===== src/rtl/mem_if_pkg.sv =====
// Shared memory-interface definitions: FSM state codes, owner codes and the
// default address/block widths used by the memory subsystem.
package mem_if_pkg;

    localparam int ADDR_W_DEF  = 30;
    localparam int BLOCK_W_DEF = 256;

    localparam logic [1:0] IDLE = 2'd0;
    localparam logic [1:0] BUSY = 2'd1;
    localparam logic [1:0] DONE = 2'd2;

    localparam logic OWNER_IC = 1'b0;
    localparam logic OWNER_DC = 1'b1;

    // Round-robin pick between the two ports: a lone request wins outright,
    // a tie goes to whichever port was not granted last.
    function automatic logic pickDc(input logic icReq, input logic dcReq,
                                    input logic lastGrant);
        return dcReq && (!icReq || (lastGrant == OWNER_IC));
    endfunction

endpackage


===== src/rtl/stall_watchdog.sv =====
// Saturating stall counter with a sticky flag. The counter is cleared by
// clear_i and counts while enable_i is high; reaching all-ones sets the flag,
// which only reset can clear.
module stall_watchdog #(
    parameter int W = 12
) (
    input  logic clk,
    input  logic rst,
    input  logic clear_i,
    input  logic enable_i,
    output logic flag_o
);

    localparam logic [W-1:0] CNT_MAX = '1;

    logic [W-1:0] count_q, count_d;
    logic         flag_q, flag_d;

    // Next count: clear wins, otherwise count up while enabled and not saturated.
    always_comb begin
        count_d = count_q;
        if (clear_i) begin
            count_d = '0;
        end else if (enable_i && (count_q != CNT_MAX)) begin
            count_d = count_q + W'(1);
        end
        flag_d = flag_q | (count_d == CNT_MAX);
    end

    // Counter and sticky flag registers.
    always_ff @(posedge clk or negedge rst) begin
        if (!rst) begin
            count_q <= '0;
            flag_q  <= 1'b0;
        end else begin
            count_q <= count_d;
            flag_q  <= flag_d;
        end
    end

    assign flag_o = flag_q;

endmodule


===== src/rtl/mem_port_arbiter.sv =====
// Two-port round-robin arbiter/sequencer in front of the ddr_ctrl block port.
// Serialises IC refills and DC refills/writebacks, keeps ram_en low for two
// cycles between transactions, and tracks grants plus a stuck-transaction flag.
module mem_port_arbiter
    import mem_if_pkg::*;
#(
    parameter int ADDR_W  = ADDR_W_DEF,
    parameter int BLOCK_W = BLOCK_W_DEF,
    parameter int TO_W    = 12,
    parameter int CNT_W   = 16
) (
    input  logic               clk,
    input  logic               rst,
    input  logic               ic_req,
    input  logic [ADDR_W-1:0]  ic_addr,
    input  logic               dc_req,
    input  logic               dc_write,
    input  logic [ADDR_W-1:0]  dc_addr,
    input  logic [BLOCK_W-1:0] dc_wdata,
    output logic               ic_done,
    output logic               dc_done,
    output logic               ram_en,
    output logic               ram_write,
    output logic [ADDR_W-1:0]  ram_addr,
    output logic [BLOCK_W-1:0] ram_wdata,
    input  logic               ram_rdy,
    output logic               owner,
    output logic               busy,
    output logic               timeout_err,
    output logic [CNT_W-1:0]   ic_grants,
    output logic [CNT_W-1:0]   dc_grants
);

    logic [1:0]         state_q, state_d;
    logic               ramEn_q, ramEn_d;
    logic               ramWrite_q, ramWrite_d;
    logic [ADDR_W-1:0]  ramAddr_q, ramAddr_d;
    logic [BLOCK_W-1:0] ramWdata_q, ramWdata_d;
    logic               icDone_q, icDone_d;
    logic               dcDone_q, dcDone_d;
    logic               owner_q, owner_d;
    logic               busy_q, busy_d;
    logic               lastGrant_q, lastGrant_d;
    logic [CNT_W-1:0]   icGrants_q, icGrants_d;
    logic [CNT_W-1:0]   dcGrants_q, dcGrants_d;
    logic               grantDc;
    logic               wdClear;
    logic               wdFlag;

    // Next-state logic: arbitrate in IDLE, hold the port frozen in BUSY until
    // ram_rdy, then spend one DONE cycle with ram_en low and the done pulse.
    always_comb begin
        state_d     = state_q;
        ramEn_d     = ramEn_q;
        ramWrite_d  = ramWrite_q;
        ramAddr_d   = ramAddr_q;
        ramWdata_d  = ramWdata_q;
        icDone_d    = 1'b0;
        dcDone_d    = 1'b0;
        owner_d     = owner_q;
        busy_d      = busy_q;
        lastGrant_d = lastGrant_q;
        icGrants_d  = icGrants_q;
        dcGrants_d  = dcGrants_q;
        grantDc     = 1'b0;
        wdClear     = 1'b0;

        case (state_q)
            IDLE: begin
                if (ic_req || dc_req) begin
                    grantDc     = pickDc(ic_req, dc_req, lastGrant_q);
                    wdClear     = 1'b1;
                    ramEn_d     = 1'b1;
                    busy_d      = 1'b1;
                    state_d     = BUSY;
                    owner_d     = grantDc ? OWNER_DC : OWNER_IC;
                    lastGrant_d = owner_d;
                    if (grantDc) begin
                        ramWrite_d = dc_write;
                        ramAddr_d  = dc_addr;
                        ramWdata_d = dc_wdata;
                        dcGrants_d = dcGrants_q + CNT_W'(1);
                    end else begin
                        ramWrite_d = 1'b0;
                        ramAddr_d  = ic_addr;
                        icGrants_d = icGrants_q + CNT_W'(1);
                    end
                end
            end
            BUSY: begin
                if (ram_rdy) begin
                    state_d = DONE;
                    ramEn_d = 1'b0;
                    busy_d  = 1'b0;
                    if (owner_q == OWNER_DC) begin
                        dcDone_d = 1'b1;
                    end else begin
                        icDone_d = 1'b1;
                    end
                end
            end
            DONE: begin
                state_d = IDLE;
            end
            default: begin
                state_d = IDLE;
                ramEn_d = 1'b0;
                busy_d  = 1'b0;
            end
        endcase
    end

    // State and registered outputs; reset drops any in-flight transaction.
    always_ff @(posedge clk or negedge rst) begin
        if (!rst) begin
            state_q     <= IDLE;
            ramEn_q     <= 1'b0;
            ramWrite_q  <= 1'b0;
            ramAddr_q   <= '0;
            ramWdata_q  <= '0;
            icDone_q    <= 1'b0;
            dcDone_q    <= 1'b0;
            owner_q     <= OWNER_IC;
            busy_q      <= 1'b0;
            lastGrant_q <= OWNER_IC;
            icGrants_q  <= '0;
            dcGrants_q  <= '0;
        end else begin
            state_q     <= state_d;
            ramEn_q     <= ramEn_d;
            ramWrite_q  <= ramWrite_d;
            ramAddr_q   <= ramAddr_d;
            ramWdata_q  <= ramWdata_d;
            icDone_q    <= icDone_d;
            dcDone_q    <= dcDone_d;
            owner_q     <= owner_d;
            busy_q      <= busy_d;
            lastGrant_q <= lastGrant_d;
            icGrants_q  <= icGrants_d;
            dcGrants_q  <= dcGrants_d;
        end
    end

    stall_watchdog #(
        .W (TO_W)
    ) u_watchdog (
        .clk      (clk),
        .rst      (rst),
        .clear_i  (wdClear),
        .enable_i (state_q == BUSY),
        .flag_o   (wdFlag)
    );

    assign ram_en      = ramEn_q;
    assign ram_write   = ramWrite_q;
    assign ram_addr    = ramAddr_q;
    assign ram_wdata   = ramWdata_q;
    assign ic_done     = icDone_q;
    assign dc_done     = dcDone_q;
    assign owner       = owner_q;
    assign busy        = busy_q;
    assign timeout_err = wdFlag;
    assign ic_grants   = icGrants_q;
    assign dc_grants   = dcGrants_q;

endmodule

===== config.mk =====
export PLATFORM = sky130hd
export DESIGN_NAME = mem_port_arbiter
export DESIGN_NICKNAME = d
export VERILOG_FILES = /design/src/rtl/mem_if_pkg.sv /design/src/rtl/stall_watchdog.sv /design/src/rtl/mem_port_arbiter.sv
export SDC_FILE = /design/constraint.sdc
export NUM_CORES = 1
export LEC_CHECK = 0
export ABC_AREA = 1
export ABC_CLOCK_PERIOD_IN_PS = 1500
export CAP_MARGIN = 20
export CORE_AREA = 2 2 249 251
export CTS_BUF_LIST = sky130_fd_sc_hd__clkbuf_8
export DETAILED_ROUTE_END_ITERATION = 16
export DIE_AREA = 0 0 251 253
export GPL_ROUTABILITY_DRIVEN = 0
export SKIP_CTS_REPAIR_TIMING = 1
export SYNTH_ARGS = -nofsm -noshare
export SYNTH_HDL_FRONTEND = slang
export SYNTH_SLANG_ARGS = --single-unit

===== constraint.sdc =====
create_clock -name clk -period 1.5 [get_ports clk]
set_input_delay 0.3 -clock clk [delete_from_list [all_inputs] [get_ports clk]]
set_output_delay 0.3 -clock clk [all_outputs]
set_load 0.01 [all_outputs]

==> flow_metrics.env, run 1 <==
export IMPL_status="complete, but fails checks"
export IMPL_violations="setup timing"
export IMPL_cp_data_arrival_time_ps=2220
export IMPL_avgSynthCellArea_um2=8.743
export IMPL_p_seq_share_pct=35.9
export IMPL_maxSlewHeadroom_pct=61.30
export IMPL_cts_sinks=338
export IMPL_layout_commonest_cell="nand2_1"
export IMPL_top_usage_layer="met2"
export IMPL_internal_power_mw=27.44
export IMPL_drc=0
export IMPL_cp_end_kind="register"
export IMPL_ant_nets=0
export IMPL_swShare_pct=36.91
export IMPL_finalWirelength_um=52440
export IMPL_power_density_nw_per_um2=1801
export IMPL_synth_cell_types=30
export IMPL_antenna_found_initial=1
export IMPL_peakVddDrop_mv=0.8423
export IMPL_final_cell_area_um2=24150
export IMPL_path_buf_inv=2
export IMPL_leakage_nw=12.80
export IMPL_comb_power_share_pct=45.0
export IMPL_ff2ff_path_depth=10
export IMPL_die_width_um=251
export IMPL_layout_min_cycle_time_ps=1721
export IMPL_hpwlAfterDp_um=36760
export IMPL_p_sw_mw=16.05
export IMPL_setup_viol=304
export IMPL_cts_clk_slew_worst_paths_ps=60
export IMPL_clock_latency_ps=640
export IMPL_grtUsageMet3_pct=5.037
export IMPL_p_clk_share_pct=19.2
export IMPL_start_util_pct=22.00
export IMPL_required_ps=2000
export IMPL_placed_area_um2=21740
export IMPL_area_delta_synth_final_pct=79.81
export IMPL_routedWlPerCell_um=16.04
export IMPL_hold_class="in2reg"
export IMPL_worst_pin_slew_ps=580.5
export IMPL_ios=647
export IMPL_crit_cells=10
export IMPL_cp_slowest_cell="dfrtp_1"
export IMPL_grt_pass1_vias=12990
export IMPL_grt_max_degree=58
export IMPL_grt_pass1_wl_um=73230
export IMPL_ys_flop_type="dfrtp_1"
export IMPL_drt_iter0_markers=763
export IMPL_grt_overflow_total=0
export IMPL_crit_fanout=4
export IMPL_cts_buffer_depth=3
export IMPL_finalCritPeriodShare_pct=114.7
export IMPL_clock_fmax_mhz=581.2
export IMPL_synth_edff_count=0
export IMPL_p_total_mw=43.49
export IMPL_rows=91
export IMPL_hold_violations=0
export IMPL_layout_common_cells="nand2_1 (835), dfrtp_1 (328), clkdlybuf4s50_1 (320)"
export IMPL_met1_usage_pct=17.29
export IMPL_avgViaCountPerCell=4.105
export IMPL_synthCells=1536
export IMPL_rsz0062_at_grt="yes"
export IMPL_tritoncts="done"
export IMPL_layout_drive_gt1_share_pct=32.42
export IMPL_cp_top_family="simple AND/OR/NAND/NOR gates"
export IMPL_cts_made_buffers=59
export IMPL_fin_nets=2760
export IMPL_drv_cap=0
export IMPL_slew_violations=0
export IMPL_die_y_um=253
export IMPL_netlist_top_cells_area="dfrtp_1 (63%), nand2_1 (26%), nand3_1 (2.0%)"
export IMPL_clock_skew_ps=22.05
export IMPL_startpoint_type="register"
export IMPL_path_cells="nor2_2 > nand2_4 > buf_6 > nor2_8 > inv_4 > nor2_4 > nand3_4 > nor3_4 > nand2_1 > xor2_1"
export IMPL_dieArea_um2=63500
export IMPL_seq_area_frac_synth_pct=62.98
export IMPL_htree_levels=2
export IMPL_syn_area_um2=13430
export IMPL_cts_root_buf="clkbuf_8"
export IMPL_hold_path_depth=3
export IMPL_synth_seq_cells=338
export IMPL_track_usage_pct=14.63
export IMPL_yosys_warnings=0
export IMPL_use_met2_pct=24.70
export IMPL_synth_top_area_share_pct=62.98
export IMPL_async_flop_share_pct=100.0
export IMPL_max_stage_delay_ps=400
export IMPL_final_util_pct=39.57
export IMPL_route_vias_total=13418
export IMPL_whs_ps=199.1
export IMPL_yosysTopAreaCell="dfrtp_1"
export IMPL_setup_ws_ps=-220.6
export IMPL_first_pass_iters=5
export IMPL_port_buffers=646
export IMPL_path_class="reg2reg"
export IMPL_synthesis_nets=1861
export IMPL_core_um2=61030
==> cell type report <==
| type | count | area, um2 |
|---|---|---|
| Clock buffer | 73 | 1005 |
| Clock inverter | 30 | 147.6 |
| Fill cell | 6113 | 36880 |
| Timing Repair Buffer | 908 | 8354 |
| Antenna cell | 2 | 5.005 |
| Sequential cell | 338 | 8471 |
| Tap cell | 790 | 988.4 |
| Multi-Input combinational cell | 1081 | 4981 |
| Inverter | 47 | 195.2 |
==> path summary, 6_finish.rpt <==
check	startpoint	endpoint	slack [ps]
setup / recovery	state_q[0]	ic_grants[13]	-220
min in group asynchronous	rst	ram_wdata[226]	250
max in group asynchronous	rst	ic_grants[4]	580
hold / removal	dc_wdata[204]	ram_wdata[204]	200
setup reg to reg	state_q[0]	ic_grants[13]	-220
hold reg to reg	ram_wdata[14]	ram_wdata[14]	460
==> power groups by stage <==
stage               sequential, mW  clock, mW  combinational [mW]
CTS                           15.4       8.68                18.6
detailed placement            15.4          0                18.5
global route                  16.0       9.13                21.3
finish                        15.6       8.34                19.6
floorplan                     16.9          0                5.00
global placement              15.4          0                18.3
==> stage by stage <==
stage | setup WS (ps) | setup TNS (ps) | std cells
detailed placement | -627.7 | -153220 | 3020
global placement | -608.7 | -149150 | 3020
global route | -334.0 | -61480 | 3269
CTS | -623.9 | -162180 | 3123
floorplan | -82.97 | -354.7 | 1536
finish | -220.6 | -27530 | 3269
==> state kept, by name, summed over array words and instances (netlist names) <==
signal and cells:
ram_addr 30, state_q 2, ic_grants 16, lastGrant_q 1, dc_grants 16, dc_done 1, ic_done 1, u_watchdog.count_q 12
ram_write 1, busy 1, ram_wdata 256, u_watchdog.flag_o 1
==> Yosys cell counts (2+ instances only) <==
cell type and instances:
a21oi_1 2, buf_1 5, nor2_1 24, nor3_1 7
ha_1 3, nand2_1 928, dfrtp_1 338, o21ai_0 3
clkbuf_1 28, xnor2_1 13, inv_1 44, nand2_2 3
xor2_1 17, nand4_1 4, buf_2 36, nand3_2 2
nor2_2 5, nor2_8 2, nor3_2 3, inv_2 2
nand3_1 55, nor2_4 3, nand4_2 2
==> routing by layer <==
layer | wire length [um] | vias to the layer above
met5 | 0 | -
met4 | 1442 | 0
met3 | 4360 | 83
met2 | 25950 | 536
met1 | 20690 | 6337
li1 | - | 6462
==> cells by family after synthesis <==
logic type                 Yosys count  synth area share [%]
AOI/OAI and AO/OA                    6                0.2515
xor gates and xnor gates            30                 1.957
adders and majority gates            3                0.2795
buffers and inverters              117                 3.634
DFF                                338                 62.98
and+or+nand+nor                   1042                 30.90
==> tightest hold or removal path, delay by kind of cell <==
family,cells,cell delay (ps)
buffers and inverters,1,390
and+or+nand+nor,2,100
No activity file was read; power rests on OpenSTA's default activity.
==> run 2, diff against run 1 <==
Settings changed: ABC_AREA 1 to default, CORE_AREA 2 2 249 251 to 2 2 254 256, DIE_AREA 0 0 251 253 to 0 0 256 258, HOLD_SLACK_MARGIN from default to 0.12.
==> flow_metrics.env, run 2 <==
export IMPL_finalCritPeriodShare_pct=121.5
export IMPL_drc=0
export IMPL_ios=647
export IMPL_worst_pin_slew_ps=622.2
export IMPL_layout_min_cycle_time_ps=1822
export IMPL_seq_area_frac_synth_pct=64.20
export IMPL_grt_pass1_wl_um=75220
export IMPL_grt_pass1_vias=13354
export IMPL_port_buffers=646
export IMPL_p_total_mw=44.48
export IMPL_yosys_warnings=0
export IMPL_htree_levels=2
export IMPL_maxSlewHeadroom_pct=58.38
export IMPL_clock_skew_ps=24.96
export IMPL_die_width_um=256
export IMPL_largest_reg_flops=256
export IMPL_first_pass_iters=7
export IMPL_drt_iter0_markers=726
export IMPL_layout_drive_gt1_share_pct=31.40
export IMPL_yosysTopAreaCell="dfrtp_1"
export IMPL_avgViaCountPerCell=4.104
export IMPL_grt_max_degree=68
export IMPL_drv_cap=0
export IMPL_synth_seq_cells=338
export IMPL_layout_commonest_cell="nand2_1"
export IMPL_ff2ff_path_depth=6
export IMPL_ys_flop_type="dfrtp_1"
export IMPL_hold_class="in2reg"
export IMPL_power_density_nw_per_um2=1878
export IMPL_placed_area_um2=21680
export IMPL_n_fill_cell=6430
export IMPL_dp_cells=2966
export IMPL_grtUsageMet3_pct=5.173
export IMPL_synthesis_nets=1734
export IMPL_crit_cells=6
export IMPL_area_delta_synth_final_pct=79.74
export IMPL_routedWlPerCell_um=16.30
export IMPL_synth_top_area_share_pct=64.20
export IMPL_layout_common_cells="nand2_1 (793), dfrtp_1 (327), clkdlybuf4s50_1 (320)"
export IMPL_cts_sinks=338
export IMPL_whs_ps=184.8
export IMPL_cts_buffer_depth=3
export IMPL_antenna_found_initial=2
export IMPL_startpoint_type="register"
export IMPL_hold_violations=0
export IMPL_avgSynthCellArea_um2=9.351
export IMPL_dieArea_um2=66050
export IMPL_die_y_um=258
export IMPL_use_met2_pct=25.26
export IMPL_path_cells="nand4_1 > o41a_1 > mux2i_1 > nand2b_1 > nor4_2 > a41o_1"
export IMPL_setup_viol=179
export IMPL_leakage_nw=12.26
export IMPL_track_usage_pct=14.41
export IMPL_cp_slowest_cell="o41a_1"
export IMPL_cp_end_kind="register"
export IMPL_finalWirelength_um=52500
export IMPL_fin_nets=2649
export IMPL_status="complete, but fails checks"
export IMPL_core_um2=63650
export IMPL_path_buf_inv=0
export IMPL_hpwlAfterDp_um=37720
export IMPL_cp_top_family="compound AO/OA/AOI/OAI gates"
export IMPL_violations="setup timing"
export IMPL_synth_cells_most_frequent="nand2_1 (796), dfrtp_1 (338), clkbuf_1 (48), inv_1 (34), a222oi_1 (30)"
export IMPL_fin_cells=3220
export IMPL_clock_latency_ps=640
export IMPL_syn_area_um2=13180
export IMPL_synth_most_common_cell="nand2_1"
export IMPL_final_cell_area_um2=23680
export IMPL_top_usage_layer="met2"
export IMPL_synth_cell_types=51
export IMPL_route_vias_total=13214
export IMPL_cts_clk_slew_worst_paths_ps=60
export IMPL_crit_fanout=3
export IMPL_path_class="reg2reg"
export IMPL_rows=93
export IMPL_clock_fmax_mhz=548.8
export IMPL_synth_edff_count=0
export IMPL_peakVddDrop_mv=1.025
export IMPL_cts_root_buf="clkbuf_8"
export IMPL_rsz0062_at_grt="yes"
export IMPL_netlist_top_cells_area="dfrtp_1 (64%), nand2_1 (23%), a222oi_1 (2.3%)"
export IMPL_required_ps=2080
export IMPL_setup_tns_ps=-6686
export IMPL_ant_nets=0
export IMPL_met1_usage_pct=15.92
export IMPL_max_stage_delay_ps=470
export IMPL_synthCells=1409
export IMPL_tritoncts="done"
export IMPL_start_util_pct=20.70
export IMPL_cp_data_arrival_time_ps=2400
export IMPL_slew_violations=0
export IMPL_async_flop_share_pct=100.0
export IMPL_hold_path_depth=3
export IMPL_cts_made_buffers=60
export IMPL_grt_overflow_total=0
export IMPL_setup_ws_ps=-322.3
-- run 2: changes by cell type after synthesis, sizes merged, moves of 11 or more --
cell / previous run / this run
nand2: 932 / 797
nand3: 57 / 14
a222oi: 0 / 30
clkbuf: 28 / 48
nor2: 34 / 16
buf: 42 / 25
inv: 46 / 34
xnor2: 13 / 24
-- run 2: cells by family (layout without fill, tap and decap cells) --
| logic type | after synthesis | count (layout) | synth area share (%) |
|---|---|---|---|
| xor+xnor | 35 | 35 | 2.327 |
| simple gates | 873 | 874 | 26.15 |
| fa+ha+maj | 3 | 3 | 0.2849 |
| compound gates | 50 | 50 | 3.419 |
| flops | 338 | 338 | 64.20 |
| buf+inv | 107 | 1060 | 3.381 |
| other cells | 0 | 2 | 0 |
| mux | 3 | 3 | 0.2374 |
-- run 2: through the flow --
| step | util (%) | setup WS [ps] |
|---|---|---|
| 5_1_grt | 37.21 | -459.4 |
| 3_5_place_dp | 34.07 | -502.2 |
| 2_1_floorplan | - | -349.2 |
| 3_3_place_gp | 34.07 | -501.8 |
| 6_report | 37.21 | -322.3 |
| 4_1_cts | 35.93 | -666.9 |
-- run 2: worst reg2reg max path: cells and delay by family (launching register included) --
family           cells  cell delay [ps]
AO/OA/AOI/OAI        2              650
AND/OR/NAND/NOR      3              560
flip-flops           1              410
multiplexers         1              150
-- run 2: final timing paths --
| check | start | end | slack (ps) |
|---|---|---|---|
| setup / recovery | u_watchdog.count_q[6] | u_watchdog.flag_o | -320 |
| hold reg to reg | ram_wdata[250] | ram_wdata[250] | 470 |
| min in group asynchronous | rst | ram_wdata[222] | 260 |
| hold / removal | dc_wdata[162] | ram_wdata[162] | 180 |
| setup reg to reg | u_watchdog.count_q[6] | u_watchdog.flag_o | -320 |
| max in group asynchronous | rst | u_watchdog.count_q[3] | 200 |
-- run 2: area by class of cell --
class                      instances  area, um2  area share [%]
sequential                       338       8472           35.77
timing repair buffer             925       8330           35.18
inverter                          34      127.6          0.5389
clock buffer                      76       1046           4.417
clock inverter                    25      140.1          0.5917
antenna                            2      5.005         0.02113
tap                              855       1070           4.517
multi-input combinational        965       4491           18.96
-- run 2: metal layers --
metal | vias to the layer above | wire, um
met3 | 103 | 4240
met1 | 6347 | 20250
met2 | 517 | 26350
met4 | 0 | 1657
met5 | - | 0
li1 | 6247 | -
-- run 2: power by group --
part,internal [mW],leakage [nW],switching (mW),total [mW]
Sequential,13.1,4.23,2.64,15.7
Combinational,10.5,7.36,9.77,20.2
Clock,4.66,0.663,3.87,8.53
Total,28.2,12.3,16.3,44.5
